===== config.mk =====
export PLATFORM = sky130hd
export DESIGN_NAME = stack_seq_cu
export DESIGN_NICKNAME = d
export VERILOG_FILES = /design/src/rtl/stack_seq_cu.sv
export SDC_FILE = /design/constraint.sdc
export NUM_CORES = 1
export LEC_CHECK = 0
export CORE_MARGIN = 1
export CORE_UTILIZATION = 42
export CTS_CLUSTER_DIAMETER = 100
export DETAILED_ROUTE_END_ITERATION = 7
export PLACE_DENSITY = 0.77
export SLEW_MARGIN = 10
export SYNTH_ARGS = -nofsm -noshare
export SYNTH_HDL_FRONTEND = slang
export SYNTH_SLANG_ARGS = --single-unit

===== constraint.sdc =====
create_clock -name clk -period 1.8 [get_ports clk]
set_input_delay 0.27 -clock clk [delete_from_list [all_inputs] [get_ports clk]]
set_output_delay 0.27 -clock clk [all_outputs]
set_load 0.05 [all_outputs]

===== src/rtl/stack_seq_cu.sv =====
// Stack-sequencing control unit: pushes/pops the PC (as NPC memory words) and flags
// for CALL, RET, RTI and interrupt entry, one memory beat per mem_ready.
module stack_seq_cu #(
    parameter int PCW   = 32,
    parameter int WORDW = 16,
    parameter int FLAGW = 4,
    localparam int NPC  = PCW / WORDW,
    localparam int SELW = (NPC > 1) ? $clog2(NPC) : 1
) (
    input  logic            clk,
    input  logic            rst,
    input  logic            op_valid,
    input  logic [7:0]      Opcode,
    input  logic            INT,
    input  logic            mem_ready,
    output logic            op_accept,
    output logic            stall,
    output logic            MW,
    output logic            MR,
    output logic [SELW-1:0] pc_word_sel,
    output logic            flag_beat,
    output logic            pc_load,
    output logic [1:0]      pc_src,
    output logic            int_ack,
    output logic            int_en
);

    typedef enum logic [2:0] {
        S_IDLE, S_PUSH_PC, S_PUSH_FLG, S_POP_FLG, S_POP_PC, S_LOAD_PC
    } state_t;

    typedef enum logic [1:0] {K_CALL, K_INT, K_RET, K_RTI} kind_t;

    localparam logic [SELW-1:0] LAST_IDX = SELW'(NPC - 1);

    state_t          r_state;
    kind_t           r_kind;
    logic [SELW-1:0] r_idx;
    logic            r_int_pend;
    logic            r_int_en;

    logic w_is_call, w_is_ret, w_is_rti, w_pend, w_idle, w_take_int;
    logic w_unused;

    assign w_is_call  = (Opcode[7:3] == 5'b10110);
    assign w_is_ret   = (Opcode[7:3] == 5'b11110) && !Opcode[0];
    assign w_is_rti   = (Opcode[7:3] == 5'b11110) && Opcode[0];
    // A request arriving this very cycle is serviced as if it were already pending.
    assign w_pend     = r_int_pend | INT;
    assign w_idle     = (r_state == S_IDLE);
    assign w_take_int = w_idle && w_pend && r_int_en && !rst;
    assign w_unused   = &{1'b0, Opcode[2:1], (FLAGW <= WORDW)};

    assign op_accept   = w_idle && op_valid && !w_take_int && !rst;
    assign stall       = !rst && (!w_idle || w_take_int);
    assign MW          = (r_state == S_PUSH_PC) || (r_state == S_PUSH_FLG);
    assign MR          = (r_state == S_POP_PC)  || (r_state == S_POP_FLG);
    assign flag_beat   = (r_state == S_PUSH_FLG) || (r_state == S_POP_FLG);
    assign pc_word_sel = r_idx;
    assign pc_load     = (r_state == S_LOAD_PC);
    assign int_ack     = pc_load && (r_kind == K_INT);
    assign pc_src      = !pc_load           ? 2'b00 :
                         (r_kind == K_INT)  ? 2'b01 :
                         (r_kind == K_CALL) ? 2'b10 : 2'b00;
    assign int_en      = r_int_en;

    always_ff @(posedge clk) begin
        if (rst) begin
            r_state    <= S_IDLE;
            r_kind     <= K_CALL;
            r_idx      <= '0;
            r_int_pend <= 1'b0;
            r_int_en   <= 1'b1;
        end else begin
            r_int_pend <= r_int_pend | INT;
            case (r_state)
                S_IDLE: begin
                    if (w_take_int) begin
                        r_state    <= S_PUSH_PC;
                        r_kind     <= K_INT;
                        r_idx      <= '0;
                        r_int_pend <= 1'b0;
                        r_int_en   <= 1'b0;
                    end else if (op_valid) begin
                        if (w_is_call) begin
                            r_state <= S_PUSH_PC;
                            r_kind  <= K_CALL;
                            r_idx   <= '0;
                        end else if (w_is_ret) begin
                            r_state <= S_POP_PC;
                            r_kind  <= K_RET;
                            r_idx   <= LAST_IDX;
                        end else if (w_is_rti) begin
                            r_state <= S_POP_FLG;
                            r_kind  <= K_RTI;
                            r_idx   <= '0;
                        end
                    end
                end
                S_PUSH_PC: begin
                    if (mem_ready) begin
                        if (r_idx == LAST_IDX) begin
                            r_idx   <= '0;
                            r_state <= (r_kind == K_INT) ? S_PUSH_FLG : S_LOAD_PC;
                        end else begin
                            r_idx <= r_idx + 1'b1;
                        end
                    end
                end
                S_PUSH_FLG: begin
                    if (mem_ready) r_state <= S_LOAD_PC;
                end
                S_POP_FLG: begin
                    if (mem_ready) begin
                        r_state <= S_POP_PC;
                        r_idx   <= LAST_IDX;
                    end
                end
                S_POP_PC: begin
                    if (mem_ready) begin
                        if (r_idx == '0) r_state <= S_LOAD_PC;
                        else             r_idx   <= r_idx - 1'b1;
                    end
                end
                S_LOAD_PC: begin
                    r_state <= S_IDLE;
                    r_idx   <= '0;
                    if (r_kind == K_RTI) r_int_en <= 1'b1;
                end
                default: r_state <= S_IDLE;
            endcase
        end
    end

endmodule


==> impl_metrics.csv, run 1 <==
group,metric,value,unit
critical_path,required,1.53,ns
synth,synth.top_cell.area_share,0.2545,
finish,antenna_cells,0,
synth,yosysTopAreaCell,"dfxtp_1",
synth,synth_warnings,0,
sta,setup_tns,0,ns
flow_run,cap_violations,0,
global_route,overflow,0,
placement,port_buffers,21,
floorplan,io_pins,24,
critical_path,critical_path.top_delay_family,"simple AND/OR/NAND/NOR gates",
finish,drive_gt1_frac,0.3704,
routing,antenna_left,0,
critical_path,cp-start-kind,"flop",
sta,period_minus_slack,1.773,ns
routing,drt-total-wl,1874,µm
synth,ys_types,37,
critical_path,path_common_cell,"nor2_2",
global_route,first_global_vias,680,
global_route,antenna_found_initial,0,
synth,syn_inst,84,
clock_network,clock_latency,0.26,ns
critical_path,crit_type,"flop to output port",
finish,area_delta_synth_final,64.02,%
floorplan,die_w,40.71,µm
clock_network,cts_tree,"built",
pwr,irDropWorstVdd,945.1,µV
synth,ys_seq_elements,8,
run_status,outcome,"completed",
clock_network,hold_buffers,0,
synth,syn_area,629.4,µm²
sta,whs,0.5075,ns
floorplan,fp.dieH,40.71,µm
clock_network,root_buffer,"clkbuf_4",
synth,yosysSeqAreaShare,0.2545,
synth,ys.flop_type,"dfxtp_1",
critical_path,end_kind,"output port",
routing,drcViolationCount,0,
critical_path,cp_slowest_cell,"or3_4",
placement,gp_congestion,0.7951,
sta,fmax,564.1,MHz
critical_path,cp_num_buf_inv,1,
sta,grt_setup_unrepaired,"true",
critical_path,slowest_delay,0.44,ns
placement,hpwl,1364,µm
critical_path,worstPathArrival,1.50,ns
floorplan,die_area,1657,µm²
critical_path,crit_path_max_fanout,8,
routing,vias,765,
routing,dr.first_iter.drc_count,58,
routing,routedWlPerCell,15.24,µm
clock_network,clk_path_buf_depth,2,
routing,via_per_inst,6.220,
sta,slew_violations,0,
floorplan,placementRows,13,
synth,syn_area_per_cell,7.492,µm²
synth,async_reset_ff_frac,0,
pwr,power_density,1700,nW/µm²
finish,nets,123,
global_route,grt_max_degree,12,
clock_network,cts_setup_buffers,0,
pwr,p_leak,0.4061,nW
sta,setup_viol,0,
sta,slew_headroom,0.7638,
clock_network,ctsHtreeMaxLevel,1,
synth,synth-edff-count,0,
synth,yosys-top-cells-area,"dfxtp_1, nor2_1, nor2b_1",
clock_network,cts_made_buffers,3,
global_route,grt_pass1_wl,2835,µm
clock_network,cts.clk_slew.worst_paths,0.06,ns
sta,hold_viol,0,
floorplan,start_util,0.4662,
routing,drt_pass1_iterations,7,
critical_path,cp_cell_sequence,"or3_4, nor2_2, nor2_2, buf_12",
sta,fin_skew,0.004779,ns
global_route,grtUsageTotal,0.2652,
sta,tightest_slew,0.3537,ns
floorplan,coreArea,1350,µm²
synth,syn-num-nets,97,
sta,fin_crit_sh,0.9849,
worst_hold_path,hp-class,"flop to flop",
clock_network,clock_sinks,8,
## cells by family after synthesis
kind of cell           synth area share
and+or+nand+nor                  0.3579
AOI/OAI and AO/OA                0.3061
buffers and inverters           0.08150
DFF                              0.2545
## worst paths after layout
kind	cells after the start	startpoint	slack [ns]	to
min	1	int_en	0.51	r_int_pend
min reg2reg	1	int_en	0.51	r_int_pend
max	4	r_state[2]	0.03	stall
max reg2reg	5	r_state[2]	0.16	r_state[0]
## cell type report
cell class | count | area [µm²]
clock buffer | 3 | 22.52
fill | 96 | 317.8
inverter | 5 | 18.77
multi-input combinational | 65 | 469.2
sequential | 8 | 162.7
tap | 15 | 18.77
timing repair buffer | 27 | 340.3
## Yosys cell counts (2+ instances only)
master    count
buf_4         2
buf_2         2
o31ai_1       2
a21oi_1       5
o211ai_1      3
or3_1         3
nor2b_1       5
inv_1         4
nor3_1        2
o21ai_1       3
nand2_1       4
dfxtp_1       8
and4b_1       2
clkbuf_1      2
nand2b_1      2
a31oi_1       3
nor2_1       12
## state kept, by name, summed over array words and instances (netlist names)
register	flops
r_int_pend	1
r_kind	2
pc_word_sel	1
int_en	1
r_state	3
## placed cells by master, fill, tap and decap left out, types with 3 or more instances in the layout
cell type        count
clkdlybuf4s50_1     10
buf_12               9
nor2_1               8
buf_4                8
dfxtp_1              6
a21oi_1              5
inv_1                4
nor2b_1              4
o21ai_1              3
nor2_2               3
a31oi_1              3
o211ai_1             3
nand2_1              3
clkbuf_4             3
## timing repair
action / CTS / global route
endpoints found under the setup margin: 6 / 7
resized for setup: 6 / 4
pin swaps: 2 / 1
## metrics by stage
stage	setup slack, ns	std cells	cell area, µm²	total power [mW]	util
3_5_place_dp	-0.009767	120	975.9	1.517	0.7229
5_1_grt	-0.02144	123	1032	1.853	0.7646
4_1_cts	0.01380	123	1020	1.707	0.7553
3_3_place_gp	0.008131	120	975.9	1.494	0.7229
6_report	0.02726	123	1032	1.755	0.7646
2_1_floorplan	-0.003748	84	649.4	1.091	-
## per-layer routing
metal  track usage  wire, µm  up-vias
met4        0.1750        51        0
li1              -         -      361
met1        0.3137       755      348
met3       0.08696       152        9
met2        0.4048       914       47
met5             0         0        -
## worst register-to-register path: stages, from the launching register on
cell      delay, ns
dfxtp_1        0.53
buf_4          0.24
nor3b_2        0.06
a31oi_1        0.24
o221ai_2       0.18
a221oi_2       0.30
## power by group
part | total, mW | leakage (nW) | internal, mW | switching (mW)
logic | 1.25 | 0.326 | 0.566 | 0.685
clock network | 0.149 | 0.0138 | 0.0771 | 0.0723
registers | 0.354 | 0.0666 | 0.240 | 0.114
Note: power is estimated with default switching activity, not from simulation.
==> run 2, diff against run 1 <==
--- a/config.mk
+++ b/config.mk
@@ -6,10 +6,12 @@
 export NUM_CORES = 1
 export LEC_CHECK = 0
 export CORE_MARGIN = 1
-export CORE_UTILIZATION = 42
+export CORE_UTILIZATION = 44
+export CTS_BUF_LIST = sky130_fd_sc_hd__clkbuf_8
 export CTS_CLUSTER_DIAMETER = 100
 export DETAILED_ROUTE_END_ITERATION = 7
-export PLACE_DENSITY = 0.77
+export PLACE_DENSITY = 0.8
+export REMOVE_ABC_BUFFERS = 1
 export SLEW_MARGIN = 10
 export SYNTH_ARGS = -nofsm -noshare
 export SYNTH_HDL_FRONTEND = slang
==> impl_metrics.csv, run 2 (same netlist as run 1, synthesis figures left out) <==
group,metric,value,unit
routing,drt-total-wl,2064,µm
floorplan,coreArea,1318,µm²
floorplan,placementRows,13,
pwr,p_leak,0.4343,nW
clock_network,clock_sinks,8,
floorplan,start_util,0.4777,
routing,vias,780,
critical_path,slowest_delay,0.50,ns
pwr,power_density,1739,nW/µm²
flow_run,cap_violations,0,
sta,fmax,567.2,MHz
placement,gp_congestion,0.8584,
routing,dr.first_iter.drc_count,54,
placement,port_buffers,21,
critical_path,cp_cell_sequence,"clkdlybuf4s50_1, o21bai_4, o21ai_2, nor3b_2, buf_4, buf_12",
finish,num-fill-cells,80,
critical_path,crit_type,"input pin to output port",
finish,antenna_cells,0,
global_route,antenna_found_initial,0,
placement,hpwl,1401,µm
critical_path,r2r-start,"r_state[1]",
routing,antenna_left,0,
critical_path,critical_path.startpoint,"rst",
global_route,first_global_vias,697,
critical_path,critPathCapture,"op_accept",
finish,area_delta_synth_final,72.56,%
clock_network,clk_path_buf_depth,2,
floorplan,die_area,1586,µm²
sta,fin_skew,0.003726,ns
clock_network,clock_latency,0.24,ns
clock_network,root_buffer,"clkbuf_8",
routing,routedWlPerCell,16.25,µm
floorplan,io_pins,24,
critical_path,worstPathArrival,1.49,ns
sta,setup_tns,0,ns
sta,fin_crit_sh,0.9794,
clock_network,cts_tree,"built",
floorplan,fp.dieH,39.82,µm
finish,reg_top3,"r_state x3, r_kind x2",
finish,seq_area,161.4,µm²
finish,most-common-layout-cells,"clkdlybuf4s50_1, buf_4, buf_12",
sta,setup_viol,0,
finish,final_util,0.8243,
clock_network,ctsHtreeMaxLevel,1,
finish,regMostFlops,"r_state",
pwr,irDropWorstVdd,1346,µV
critical_path,crit_path_max_fanout,4,
clock_network,cts.clk_slew.worst_paths,0.05,ns
global_route,grt_max_degree,16,
critical_path,r2r_setup_slack,0.25,ns
global_route,grtUsageTotal,0.2936,
critical_path,cp_slowest_cell,"clkdlybuf4s50_1",
sta,hold_viol,0,
routing,drt_pass1_iterations,4,
finish,drive_gt1_frac,0.3661,
critical_path,required,1.53,ns
clock_network,cts_setup_buffers,0,
sta,slew_violations,0,
critical_path,end_kind,"output port",
critical_path,worst_r2r_path_depth,6,
sta,period_minus_slack,1.763,ns
global_route,overflow,0,
finish,largest_register_ffs,3,
floorplan,die_w,39.82,µm
routing,drcViolationCount,0,
finish,multi_input_area,473.0,µm²
sta,tightest_slew,0.5067,ns
finish,nets,127,
run_status,outcome,"completed",
critical_path,reg2reg_to,"r_state[0]",
critical_path,cp-start-kind,"input pin",
routing,via_per_inst,6.142,
worst_hold_path,hp-class,"flop to flop",
sta,slew_headroom,0.6612,
clock_network,cts_made_buffers,3,
global_route,grt_pass1_wl,2994,µm
## run 2: worst max-delay path: cells and delay by family
| family | cells | cell delay (ns) |
|---|---|---|
| buffers and inverters | 3 | 0.76 |
| AOI/OAI and AO/OA | 2 | 0.27 |
| and+or+nand+nor | 1 | 0.19 |
## run 2: routing by layer
| layer | vias to the layer above | routed length [µm] | GRT usage |
|---|---|---|---|
| met5 | - | 0 | 0 |
| met4 | 0 | 129 | 0.1724 |
| met3 | 15 | 123 | 0.07386 |
| met2 | 48 | 1025 | 0.4713 |
| met1 | 350 | 785 | 0.3445 |
| li1 | 367 | - | - |
## run 2: area by class of cell
class,count,share of cell area
well taps,15,0.01728
clock buffers,3,0.03802
inverters,5,0.01728
repair buffers,31,0.3433
flip-flops and latches,8,0.1486
multi-input cells,65,0.4355
## run 2: stage by stage
| stage | hold slack, ns | instance area, µm² | power [mW] | setup slack (ns) | instances |
|---|---|---|---|---|---|
| finish | 0.5168 | 1086 | 1.889 | 0.03702 | 127 |
| global route | 0.5455 | 1086 | 1.982 | -0.04326 | 127 |
| CTS | 0.5122 | 1052 | 1.816 | 0.002919 | 127 |
| detailed placement | 0.4984 | 988.4 | 1.557 | -0.09580 | 124 |
| global placement | 0.4838 | 988.4 | 1.529 | -0.03292 | 124 |
| floorplan | 0.3362 | 596.8 | 1.042 | -0.5400 | 78 |
## run 2: power by group
| part | internal, mW | switching [mW] | leakage [nW] |
|---|---|---|---|
| logic | 0.603 | 0.731 | 0.347 |
| clock network | 0.146 | 0.0863 | 0.0216 |
| registers | 0.238 | 0.0851 | 0.0662 |
| total | 0.987 | 0.902 | 0.434 |
## run 2: how the worst min path moves through the flow
stage               startpoint    endpoint  slack, ns  cells after the start
floorplan                  rst  r_state[0]       0.34                      1
global placement        int_en  r_int_pend       0.48                      1
detailed placement      int_en  r_int_pend       0.50                      1
CTS                     int_en  r_int_pend       0.51                      1
global route            int_en  r_int_pend       0.55                      1
finish                  int_en  r_int_pend       0.52                      1
## run 2: timing repair
action / in CTS / in global routing
setup endpoints to repair: 5 / 5
pin swaps: 1 / 0
hold buffers: 0 / 0
resized for setup: 6 / 8
==> run 3, diff against run 2 <==
--- a/config.mk
+++ b/config.mk
@@ -9,6 +9,7 @@
 export CORE_UTILIZATION = 44
 export CTS_BUF_LIST = sky130_fd_sc_hd__clkbuf_8
 export CTS_CLUSTER_DIAMETER = 100
+export CTS_CLUSTER_SIZE = 24
 export DETAILED_ROUTE_END_ITERATION = 7
 export PLACE_DENSITY = 0.8
 export REMOVE_ABC_BUFFERS = 1
==> results of run 3 <==
The final DEF is identical to that of run 2; final timing and power are the same.
